## src/rtl/fpu_pkg.sv

```systemverilog
// Shared opcode constants and FSM encoding for the FP issue controller.
package fpu_pkg;

    localparam logic [2:0] OP_ADD = 3'b000;
    localparam logic [2:0] OP_MUL = 3'b001;
    localparam logic [2:0] OP_DIV = 3'b010;
    localparam logic [2:0] OP_NEG = 3'b011;
    localparam logic [2:0] OP_MV  = 3'b100;

    typedef enum logic [1:0] {
        S_IDLE  = 2'd0,
        S_ISSUE = 2'd1,
        S_WAIT  = 2'd2,
        S_WB    = 2'd3
    } fsm_state_t;

    function automatic logic op_legal(input logic [2:0] op);
        return op <= OP_MV;
    endfunction

endpackage

```

## src/rtl/fpu_issue_ctrl_if.sv

```systemverilog
// Issue, FPU and writeback signals of the FP issue controller.
interface fpu_issue_ctrl_if;

    logic        instr_valid;
    logic [2:0]  instr_op;
    logic [31:0] rs1_val;
    logic [31:0] rs2_val;
    logic [4:0]  rd_addr;
    logic        stall;
    logic        fpu_start;
    logic [2:0]  fpu_op;
    logic [31:0] fpu_n1;
    logic [31:0] fpu_n2;
    logic        fpu_done;
    logic [31:0] fpu_result;
    logic        wb_en;
    logic [4:0]  wb_addr;
    logic [31:0] wb_data;
    logic        err_illegal;
    logic        err_timeout;
    logic        err_clr;

    modport master (
        output instr_valid, instr_op, rs1_val, rs2_val, rd_addr,
        output fpu_done, fpu_result, err_clr,
        input  stall, fpu_start, fpu_op, fpu_n1, fpu_n2,
        input  wb_en, wb_addr, wb_data, err_illegal, err_timeout
    );

    modport slave (
        input  instr_valid, instr_op, rs1_val, rs2_val, rd_addr,
        input  fpu_done, fpu_result, err_clr,
        output stall, fpu_start, fpu_op, fpu_n1, fpu_n2,
        output wb_en, wb_addr, wb_data, err_illegal, err_timeout
    );

endinterface

```

## src/rtl/fpu_wdog.sv

```systemverilog
// WAIT-state watchdog: counts stalled WAIT cycles, flags the one reaching TIMEOUT.
module fpu_wdog #(
    parameter int TIMEOUT = 255
) (
    input  logic clk,
    input  logic rst,
    input  logic enable,
    input  logic clear,
    output logic expired
);

    logic [15:0] cnt;
    logic [15:0] cnt_inc;

    assign cnt_inc = cnt + 16'd1;
    // expired marks the cycle whose increment would make the count TIMEOUT
    assign expired = enable && (cnt_inc == 16'(TIMEOUT));

    always_ff @(posedge clk or negedge rst) begin
        if (!rst) begin
            cnt <= '0;
        end else if (clear) begin
            cnt <= '0;
        end else if (enable) begin
            cnt <= cnt_inc;
        end
    end

endmodule

```

## src/rtl/fpu_issue_ctrl.sv

```systemverilog
// Issues one FP instruction at a time to the FPU and writes its result back.
module fpu_issue_ctrl
    import fpu_pkg::*;
#(
    parameter int TIMEOUT = 255
) (
    input logic             clk,
    input logic             rst,
    fpu_issue_ctrl_if.slave bus
);

    fsm_state_t state;
    fsm_state_t state_nx;
    logic       legal_req;
    logic       wd_en;
    logic       wd_clr;
    logic       expired;

    assign legal_req = bus.instr_valid && op_legal(bus.instr_op);
    assign wd_en     = (state == S_WAIT) && !bus.fpu_done;
    assign wd_clr    = (state == S_ISSUE);

    fpu_wdog #(.TIMEOUT(TIMEOUT)) u_wdog (
        .clk     (clk),
        .rst     (rst),
        .enable  (wd_en),
        .clear   (wd_clr),
        .expired (expired)
    );

    always_comb begin
        state_nx = state;
        unique case (state)
            S_IDLE:  if (legal_req) state_nx = S_ISSUE;
            S_ISSUE: state_nx = S_WAIT;
            S_WAIT: begin
                if (bus.fpu_done)  state_nx = S_WB;
                else if (expired)  state_nx = S_IDLE;
            end
            S_WB:    state_nx = S_IDLE;
            default: state_nx = S_IDLE;
        endcase
    end

    assign bus.stall = (state == S_ISSUE) || (state == S_WAIT) ||
                       ((state == S_IDLE) && legal_req);

    always_ff @(posedge clk or negedge rst) begin
        if (!rst) state <= S_IDLE;
        else      state <= state_nx;
    end

    always_ff @(posedge clk or negedge rst) begin
        if (!rst) begin
            bus.fpu_start   <= 1'b0;
            bus.wb_en       <= 1'b0;
            bus.err_illegal <= 1'b0;
            bus.err_timeout <= 1'b0;
            bus.fpu_op      <= '0;
            bus.fpu_n1      <= '0;
            bus.fpu_n2      <= '0;
            bus.wb_addr     <= '0;
            bus.wb_data     <= '0;
        end else begin
            bus.fpu_start   <= (state_nx == S_ISSUE);
            bus.wb_en       <= (state_nx == S_WB);
            bus.err_illegal <= (state == S_IDLE) && bus.instr_valid &&
                               !op_legal(bus.instr_op);
            if ((state == S_IDLE) && legal_req) begin
                bus.fpu_op  <= bus.instr_op;
                bus.fpu_n1  <= bus.rs1_val;
                bus.fpu_n2  <= bus.rs2_val;
                bus.wb_addr <= bus.rd_addr;
            end
            if ((state == S_WAIT) && bus.fpu_done) begin
                bus.wb_data <= bus.fpu_result;
            end
            // a timeout raised this cycle beats a concurrent clear
            if ((state == S_WAIT) && expired) begin
                bus.err_timeout <= 1'b1;
            end else if (bus.err_clr) begin
                bus.err_timeout <= 1'b0;
            end
        end
    end

endmodule

```

## src/flat_wrapper.sv

```systemverilog
// flat-port wrapper written by rule: the top's interface ports become plain ports
module fpu_issue_ctrl_flat import fpu_pkg::*;
#(
    parameter int TIMEOUT = 255
)
  (clk, rst, bus_instr_valid, bus_instr_op, bus_rs1_val, bus_rs2_val, bus_rd_addr, bus_fpu_done, bus_fpu_result, bus_err_clr, bus_stall, bus_fpu_start, bus_fpu_op, bus_fpu_n1, bus_fpu_n2, bus_wb_en, bus_wb_addr, bus_wb_data, bus_err_illegal, bus_err_timeout);
  fpu_issue_ctrl_if bus_i ();
  input logic clk;
  input logic rst;
  input wire logic [$bits(bus_i.instr_valid)-1:0] bus_instr_valid;
  input wire logic [$bits(bus_i.instr_op)-1:0] bus_instr_op;
  input wire logic [$bits(bus_i.rs1_val)-1:0] bus_rs1_val;
  input wire logic [$bits(bus_i.rs2_val)-1:0] bus_rs2_val;
  input wire logic [$bits(bus_i.rd_addr)-1:0] bus_rd_addr;
  input wire logic [$bits(bus_i.fpu_done)-1:0] bus_fpu_done;
  input wire logic [$bits(bus_i.fpu_result)-1:0] bus_fpu_result;
  input wire logic [$bits(bus_i.err_clr)-1:0] bus_err_clr;
  output wire logic [$bits(bus_i.stall)-1:0] bus_stall;
  output wire logic [$bits(bus_i.fpu_start)-1:0] bus_fpu_start;
  output wire logic [$bits(bus_i.fpu_op)-1:0] bus_fpu_op;
  output wire logic [$bits(bus_i.fpu_n1)-1:0] bus_fpu_n1;
  output wire logic [$bits(bus_i.fpu_n2)-1:0] bus_fpu_n2;
  output wire logic [$bits(bus_i.wb_en)-1:0] bus_wb_en;
  output wire logic [$bits(bus_i.wb_addr)-1:0] bus_wb_addr;
  output wire logic [$bits(bus_i.wb_data)-1:0] bus_wb_data;
  output wire logic [$bits(bus_i.err_illegal)-1:0] bus_err_illegal;
  output wire logic [$bits(bus_i.err_timeout)-1:0] bus_err_timeout;
  assign bus_i.instr_valid = bus_instr_valid;
  assign bus_i.instr_op = bus_instr_op;
  assign bus_i.rs1_val = bus_rs1_val;
  assign bus_i.rs2_val = bus_rs2_val;
  assign bus_i.rd_addr = bus_rd_addr;
  assign bus_i.fpu_done = bus_fpu_done;
  assign bus_i.fpu_result = bus_fpu_result;
  assign bus_i.err_clr = bus_err_clr;
  assign bus_stall = bus_i.stall;
  assign bus_fpu_start = bus_i.fpu_start;
  assign bus_fpu_op = bus_i.fpu_op;
  assign bus_fpu_n1 = bus_i.fpu_n1;
  assign bus_fpu_n2 = bus_i.fpu_n2;
  assign bus_wb_en = bus_i.wb_en;
  assign bus_wb_addr = bus_i.wb_addr;
  assign bus_wb_data = bus_i.wb_data;
  assign bus_err_illegal = bus_i.err_illegal;
  assign bus_err_timeout = bus_i.err_timeout;
  fpu_issue_ctrl #(.TIMEOUT(TIMEOUT)) u_core (.clk(clk), .rst(rst), .bus(bus_i));
endmodule
```

## config.mk

```make
export PLATFORM = sky130hd
export DESIGN_NAME = fpu_issue_ctrl_flat
export DESIGN_NICKNAME = d
export VERILOG_FILES = /design/src/rtl/fpu_pkg.sv /design/src/rtl/fpu_issue_ctrl_if.sv /design/src/rtl/fpu_wdog.sv /design/src/rtl/fpu_issue_ctrl.sv /design/src/flat_wrapper.sv
export SDC_FILE = /design/constraint.sdc
export NUM_CORES = 1
export LEC_CHECK = 0
export ABC_AREA = 0
export CORE_ASPECT_RATIO = 1.2
export CORE_UTILIZATION = 40
export CTS_BUF_LIST = sky130_fd_sc_hd__clkbuf_16
export DETAILED_ROUTE_END_ITERATION = 6
export PLACE_DENSITY = 0.76
export RECOVER_POWER = 25
export SYNTH_ARGS = -nofsm -noshare
export SYNTH_HDL_FRONTEND = slang
export SYNTH_SLANG_ARGS = --single-unit
export TNS_END_PERCENT = 1
```

## constraint.sdc

```tcl
create_clock -name clk -period 4.44 [get_ports clk]
set_input_delay 0.888 -clock clk [delete_from_list [all_inputs] [get_ports clk]]
set_output_delay 0.888 -clock clk [all_outputs]
set_load 0.05 [all_outputs]
```

==> flow_metrics.tcl, run 1 <==
set metrics [dict create \
    critPathArrivalTime_ns 2.94 \
    synth.distinct_cells 45 \
    yosysSeqAreaShare_pct 61.0 \
    first_global_vias 3978 \
    violations "max-capacitance violations, max-slew violations" \
    drt_first_iter_violations 141 \
    clock_path_buffers 2 \
    num-nets-final 708 \
    r2r_cells 7 \
    place_hpwl_um 8730 \
    power_density_nw_per_um2 869 \
    ys_ff_latch 126 \
    synthesis.nets 485 \
    startpoint_type "input port" \
    via_per_inst 4.88 \
    port_buffers 217 \
    rrSetupSlack_ns 2.08 \
    wire_per_inst_um 16.2 \
    post-route-period-util_pct 86.1 \
    period_minus_slack_ns 3.82 \
    num_io_pins 218 \
    async_reset_ff_share_pct 100 \
    synth_edf_count 0 \
    gp_congestion 0.798 \
    num_antenna_cells 0 \
    area_delta_synth_final_pct 55.2 \
    clockRootBuffer "clkbuf_16" \
    synth-main-ff-cell "dfrtp_1" \
    synth_top_cell_by_area "dfrtp_1" \
    synth_top_area_share_pct 61.0 \
    cts_tree "yes" \
    whs_ns 0.501 \
    post_synth_instance_area_sq_um 5170 \
    die_area_sq_um 13400 \
    finalHoldViolCount 0 \
    cp-end-kind "output pin" \
    syn_area_per_cell_sq_um 14.0 \
    dieHeight_um 127 \
    grt_use_total_pct 19.4 \
    ant_nets 0 \
    wirelength_um 12500 \
    post-place-ws_ns 0.597 \
    clock_skew_ns 0.00709 \
    drive_gt1_share_pct 24.0 \
    syn_inst 370 \
    drc 0 \
    ctsHtreeMaxLevel 4 \
    clk_latency_ns 0.41 \
    grt-ovfl-total 0 \
    worst_slack_ns 0.616 \
    outcome "finished, violations left" \
    clk_pin_slew_ns 0.06 \
    finalPower_mw 6.97 \
    maxSlewViolCount 127 \
    ir_drop_v 0.000507 \
    relSlewSlack_pct -105 \
    core_sq_um 12600 \
    hold_path.class "flop to flop" \
    via_count 3746 \
    clock-sinks 126 \
    grt_pass1_wl_um 19900 \
    start_util_pct 41.0 \
    worstHoldPathCells 1 \
    crit_type "input port to output pin" \
    cts_made_buffers 17 \
    worstMarginPinSlew_ns 3.08 \
    fmax_ghz 0.261 \
    leakage_nw 3.34 \
    die-width_um 106 \
    grt_max_degree 127 \
    ys_top_cells_by_area "dfrtp_1, mux2_2, nor2_1" \
    cts_setup_buffers 0 \
    fin_tns_setup_ns 0 \
    cts_hold_buffers 0 \
    rows 45 \
    crit_fanout 3 \
    worstPathRequired_ns 3.55 \
    ys_warn_count 0 \
    maxCapViolCount 1 \
    setup_viol 0 \
    cts_resized 0 \
    firstDrtPassIters 4 \
    antenna_found_initial 0 \
    rsz0062_at_grt "no" \
]
[registers in the layout (all words and copies together), names as in the netlist]
name	count
u_core.bus.err_illegal	1
u_core.bus.fpu_n1	32
u_core.bus.wb_en	1
u_core.bus.fpu_start	1
u_core.u_wdog.cnt	16
u_core.bus.err_timeout	1
u_core.bus.wb_addr	5
u_core.bus.wb_data	32
u_core.state	2
u_core.bus.fpu_n2	32
u_core.bus.fpu_op	3
[Yosys cell counts, types with 2 or more instances]
library cell	n
a31oi_1	2
nor3_1	3
nand3_2	2
mux2_2	103
o21ai_0	5
nand4_1	4
a21oi_1	5
inv_1	8
xor2_1	7
nand2_1	14
buf_2	7
nor2b_1	3
and3_1	2
nand3_1	5
buf_4	2
o22a_1	2
ha_1	6
dfrtp_1	126
nand2b_1	3
or3_1	2
xnor2_1	9
nor2_1	23
clkbuf_1	5
[path summary, 6_finish.rpt]
| path | startpoint | end |
|---|---|---|
| min in group asynchronous | rst | u_core.bus.fpu_n2[20]$_DFFE_PN0P_ |
| worst min-delay path | u_core.bus.wb_data[18]$_DFFE_PN0P_ | u_core.bus.wb_data[18]$_DFFE_PN0P_ |
| worst max register to register | u_core.state[0]$_DFF_PN0_ | u_core.u_wdog.cnt[15]$_DFFE_PN0P_ |
| max in group asynchronous | rst | u_core.u_wdog.cnt[0]$_DFFE_PN0P_ |
| worst min register to register | u_core.bus.wb_data[18]$_DFFE_PN0P_ | u_core.bus.wb_data[18]$_DFFE_PN0P_ |
| worst max-delay path | bus_instr_op[0] | bus_stall |
[logic make-up (layout without fill, tap and decap cells)]
group                      count (synthesis)  count (layout)  synth area share [%]
adders and majority gates                  6               6                  1.45
xor gates and xnor gates                  16              16                  2.71
DFF                                      126             126                  61.0
and+or+nand+nor                           72              72                  7.19
muxes                                    104             104                  22.6
AOI/OAI and AO/OA                         22              22                  2.91
buffers and inverters                     24             258                  2.08
[metal layers]
layer / global-route usage (%) / share of wire (%) / up-vias
met4: 8.09 / 2.0 / 0
met2: 32.5 / 52 / 142
li1: - / - / 1736
met5: 0 / 0 / -
met3: 6.78 / 7.4 / 21
met1: 22.4 / 39 / 1847
[per-stage QoR]
| stage | cell area [sq um] | utilization (%) | instances |
|---|---|---|---|
| after global routing | 8020 | 63.6 | 768 |
| after global placement | 7510 | 59.5 | 738 |
| final | 8020 | 63.6 | 768 |
| after floorplan | 5170 | - | 370 |
| after CTS | 8040 | 63.7 | 768 |
| after detailed placement | 7510 | 59.5 | 738 |
[cell type report]
class,instances,area (sq um)
well taps,164,205
clock buffers,17,425
flip-flops and latches,126,3150
clock inverters,13,103
multi-input cells,220,1910
inverters,8,30.0
repair buffers,220,2190
fillers,1005,4590
[cell usage in the layout (no fill, tap or decap), drive strengths merged, types with 4 or more instances in the layout]
master,n
a21oi,5
dfrtp,126
nor2,23
clkdlybuf4s50,216
nand2,15
nand3,7
nand4,4
inv,10
xor2,7
xnor2,9
o21ai,6
ha,6
clkinv,8
mux2,103
clkbuf,19
[power breakdown]
part / internal [mW] / switching [mW]
Clock: 0.754 / 0.495
Combinational: 1.40 / 2.39
Sequential: 1.66 / 0.266
[critical path, cell delays in order]
cell and delay [ns]:
clkdlybuf4s50_1 0.45, o21ai_0 0.43, nor2b_4 0.24, or2_2 0.11, clkdlybuf4s50_1 0.82
Power figures use the tool's default switching activity.
==> inputs of run 2 (changes only) <==
--- a/config.mk
+++ b/config.mk
@@ -12,6 +12,7 @@
 export DETAILED_ROUTE_END_ITERATION = 6
 export PLACE_DENSITY = 0.76
 export RECOVER_POWER = 25
+export SETUP_SLACK_MARGIN = 0.4
 export SYNTH_ARGS = -nofsm -noshare
 export SYNTH_HDL_FRONTEND = slang
 export SYNTH_SLANG_ARGS = --single-unit
==> results of run 2 <==
No change in the layout: final DEF, timing and power equal those of run 1.
==> inputs of run 3 (changes only) <==
--- a/config.mk
+++ b/config.mk
@@ -7,10 +7,10 @@
 export LEC_CHECK = 0
 export ABC_AREA = 0
 export CORE_ASPECT_RATIO = 1.2
-export CORE_UTILIZATION = 40
+export CORE_UTILIZATION = 42
 export CTS_BUF_LIST = sky130_fd_sc_hd__clkbuf_16
 export DETAILED_ROUTE_END_ITERATION = 6
-export PLACE_DENSITY = 0.76
+export PLACE_DENSITY = 0.79
 export RECOVER_POWER = 25
 export SETUP_SLACK_MARGIN = 0.4
 export SYNTH_ARGS = -nofsm -noshare
==> run 3 against run 2 <==
Compared with the run above: the run still ends with max-capacitance violations, max-slew violations left; die area fell by 4.7%; worst hold slack lost 0.0080 ns; clock-buffer cell count unchanged; critical endpoint unchanged.
==> flow_metrics.tcl, run 3 (synthesis gave the netlist of run 1 again) <==
set metrics [dict create \
    outcome "finished, violations left" \
    violations "max-capacitance violations, max-slew violations" \
    fmax_ghz 0.322 \
    cts_resized 0 \
    via_per_inst 4.90 \
    dieHeight_um 124 \
    hp-start "u_core.bus.fpu_op[2]$_DFFE_PN0P_" \
    final_cells 767 \
    die_area_sq_um 12800 \
    grt_use_total_pct 20.5 \
    port_buffers 217 \
    dpl.cell_count 736 \
    clock_path_buffers 2 \
    crit_type "input port to output pin" \
    start_util_pct 42.9 \
    power_density_nw_per_um2 879 \
    place_hpwl_um 9420 \
    wire_per_inst_um 16.8 \
    cts_tree "yes" \
    leakage_nw 3.36 \
    firstDrtPassIters 5 \
    final_common_cell "clkdlybuf4s50_1" \
    cp-end-kind "output pin" \
    finalHoldViolCount 0 \
    hold-path-endpoint "u_core.bus.fpu_op[2]$_DFFE_PN0P_" \
    core_sq_um 12100 \
    drt_first_iter_violations 176 \
    clk_latency_ns 0.40 \
    period_minus_slack_ns 3.11 \
    worstPathRequired_ns 3.55 \
    area_delta_synth_final_pct 56.2 \
    final_cell_mix "clkdlybuf4s50_1, dfrtp_1, mux2_2" \
    clockRootBuffer "clkbuf_16" \
    cts_hold_buffers 0 \
    gp_congestion 0.835 \
    num-nets-final 709 \
    startpoint_type "input port" \
    timing.rr.end "u_core.bus.fpu_n1[19]$_DFFE_PN0P_" \
    via_count 3762 \
    ctsHtreeMaxLevel 4 \
    wirelength_um 12900 \
    cts_setup_buffers 0 \
    timing.rr.start "u_core.state[0]$_DFF_PN0_" \
    rsz0062_at_grt "no" \
    crit_fanout 3 \
    setup_viol 0 \
    r2r_cells 6 \
    rrSetupSlack_ns 2.21 \
    rows 44 \
    post-route-period-util_pct 70.0 \
    grt_max_degree 82 \
    clk_pin_slew_ns 0.05 \
    drive_gt1_share_pct 24.3 \
    relSlewSlack_pct -33.1 \
    fin_tns_setup_ns 0 \
    ir_drop_v 0.000561 \
    maxSlewViolCount 82 \
    num_io_pins 218 \
    maxCapViolCount 1 \
    critPathArrivalTime_ns 2.22 \
    clock_skew_ns 0.00606 \
    worstMarginPinSlew_ns 2.00 \
    ant_nets 0 \
    die-width_um 103 \
    worstHoldPathCells 1 \
    grt-ovfl-total 0 \
    grt_pass1_wl_um 19500 \
    clock-sinks 126 \
    drc 0 \
    antenna_found_initial 0 \
    first_global_vias 3976 \
    reg.largest.list "u_core.bus.fpu_n1 (32), u_core.bus.fpu_n2 (32), u_core.bus.wb_data (32)" \
    num_antenna_cells 0 \
    hold_path.class "flop to flop" \
    cts_made_buffers 17 \
]
[run 3: cell types whose count changed in the layout (fill, tap and decap cells not counted), moves of 2 or more]
cell             previous run  this run
clkinv_2                    4         1
dlygate4sd3_1               0         2
inv_6                       1         3
clkdlybuf4s50_1           216       213
[run 3: routing by layer]
| metal | track usage, % | up-vias | share of wire [%] |
|---|---|---|---|
| li1 | - | 1734 | - |
| met1 | 22.3 | 1854 | 36 |
| met2 | 34.8 | 150 | 53 |
| met3 | 8.37 | 24 | 7.6 |
| met4 | 9.07 | 0 | 3.1 |
| met5 | 0 | - | 0 |
[run 3: worst max-delay path, stage by stage]
cell           delay, ns
dlygate4sd3_1       0.54
o21ai_0             0.30
nor2b_4             0.21
or2_2               0.14
buf_12              0.14
[run 3: stage by stage]
step           instance area [sq um]  worst slack, ns  power [mW]  hold WS, ns  util [%]
3_5_place_dp                    7510             1.32        5.80        0.487      62.3
4_1_cts                         8080             1.41        7.15        0.499      67.0
2_1_floorplan                   5170             1.50        4.41        0.539         -
3_3_place_gp                    7510             1.39        5.71        0.477      62.3
5_1_grt                         8070            0.938        7.39        0.520      66.9
6_report                        8070             1.33        7.09        0.493      66.9
[run 3: where the power goes]
group,total [mW],internal (mW),switching [mW]
Combinational,3.83,1.42,2.42
Clock,1.33,0.823,0.505
Sequential,1.93,1.66,0.273
[run 3: area by class of cell]
class                      count  area [sq um]
clock buffer                  17           425
fill                         881          3990
tap                          161           201
sequential                   126          3150
clock inverter                14           144
timing repair buffer         221          2200
inverter                       8          30.0
multi-input combinational    220          1910
[run 3: worst max path at each step]
stage,cells after the start,startpoint,slack (ns),end
6_report,5,bus_instr_op[1],1.33,bus_stall
2_1_floorplan,5,bus_instr_op[1],1.50,bus_stall
4_1_cts,5,bus_instr_op[2],1.41,bus_stall
3_5_place_dp,5,bus_instr_op[1],1.32,u_core.bus.fpu_n2[15]$_DFFE_PN0P_
3_3_place_gp,5,bus_instr_op[1],1.39,u_core.bus.fpu_n1[28]$_DFFE_PN0P_
5_1_grt,2,rst,0.94,u_core.bus.fpu_n2[16]$_DFFE_PN0P_
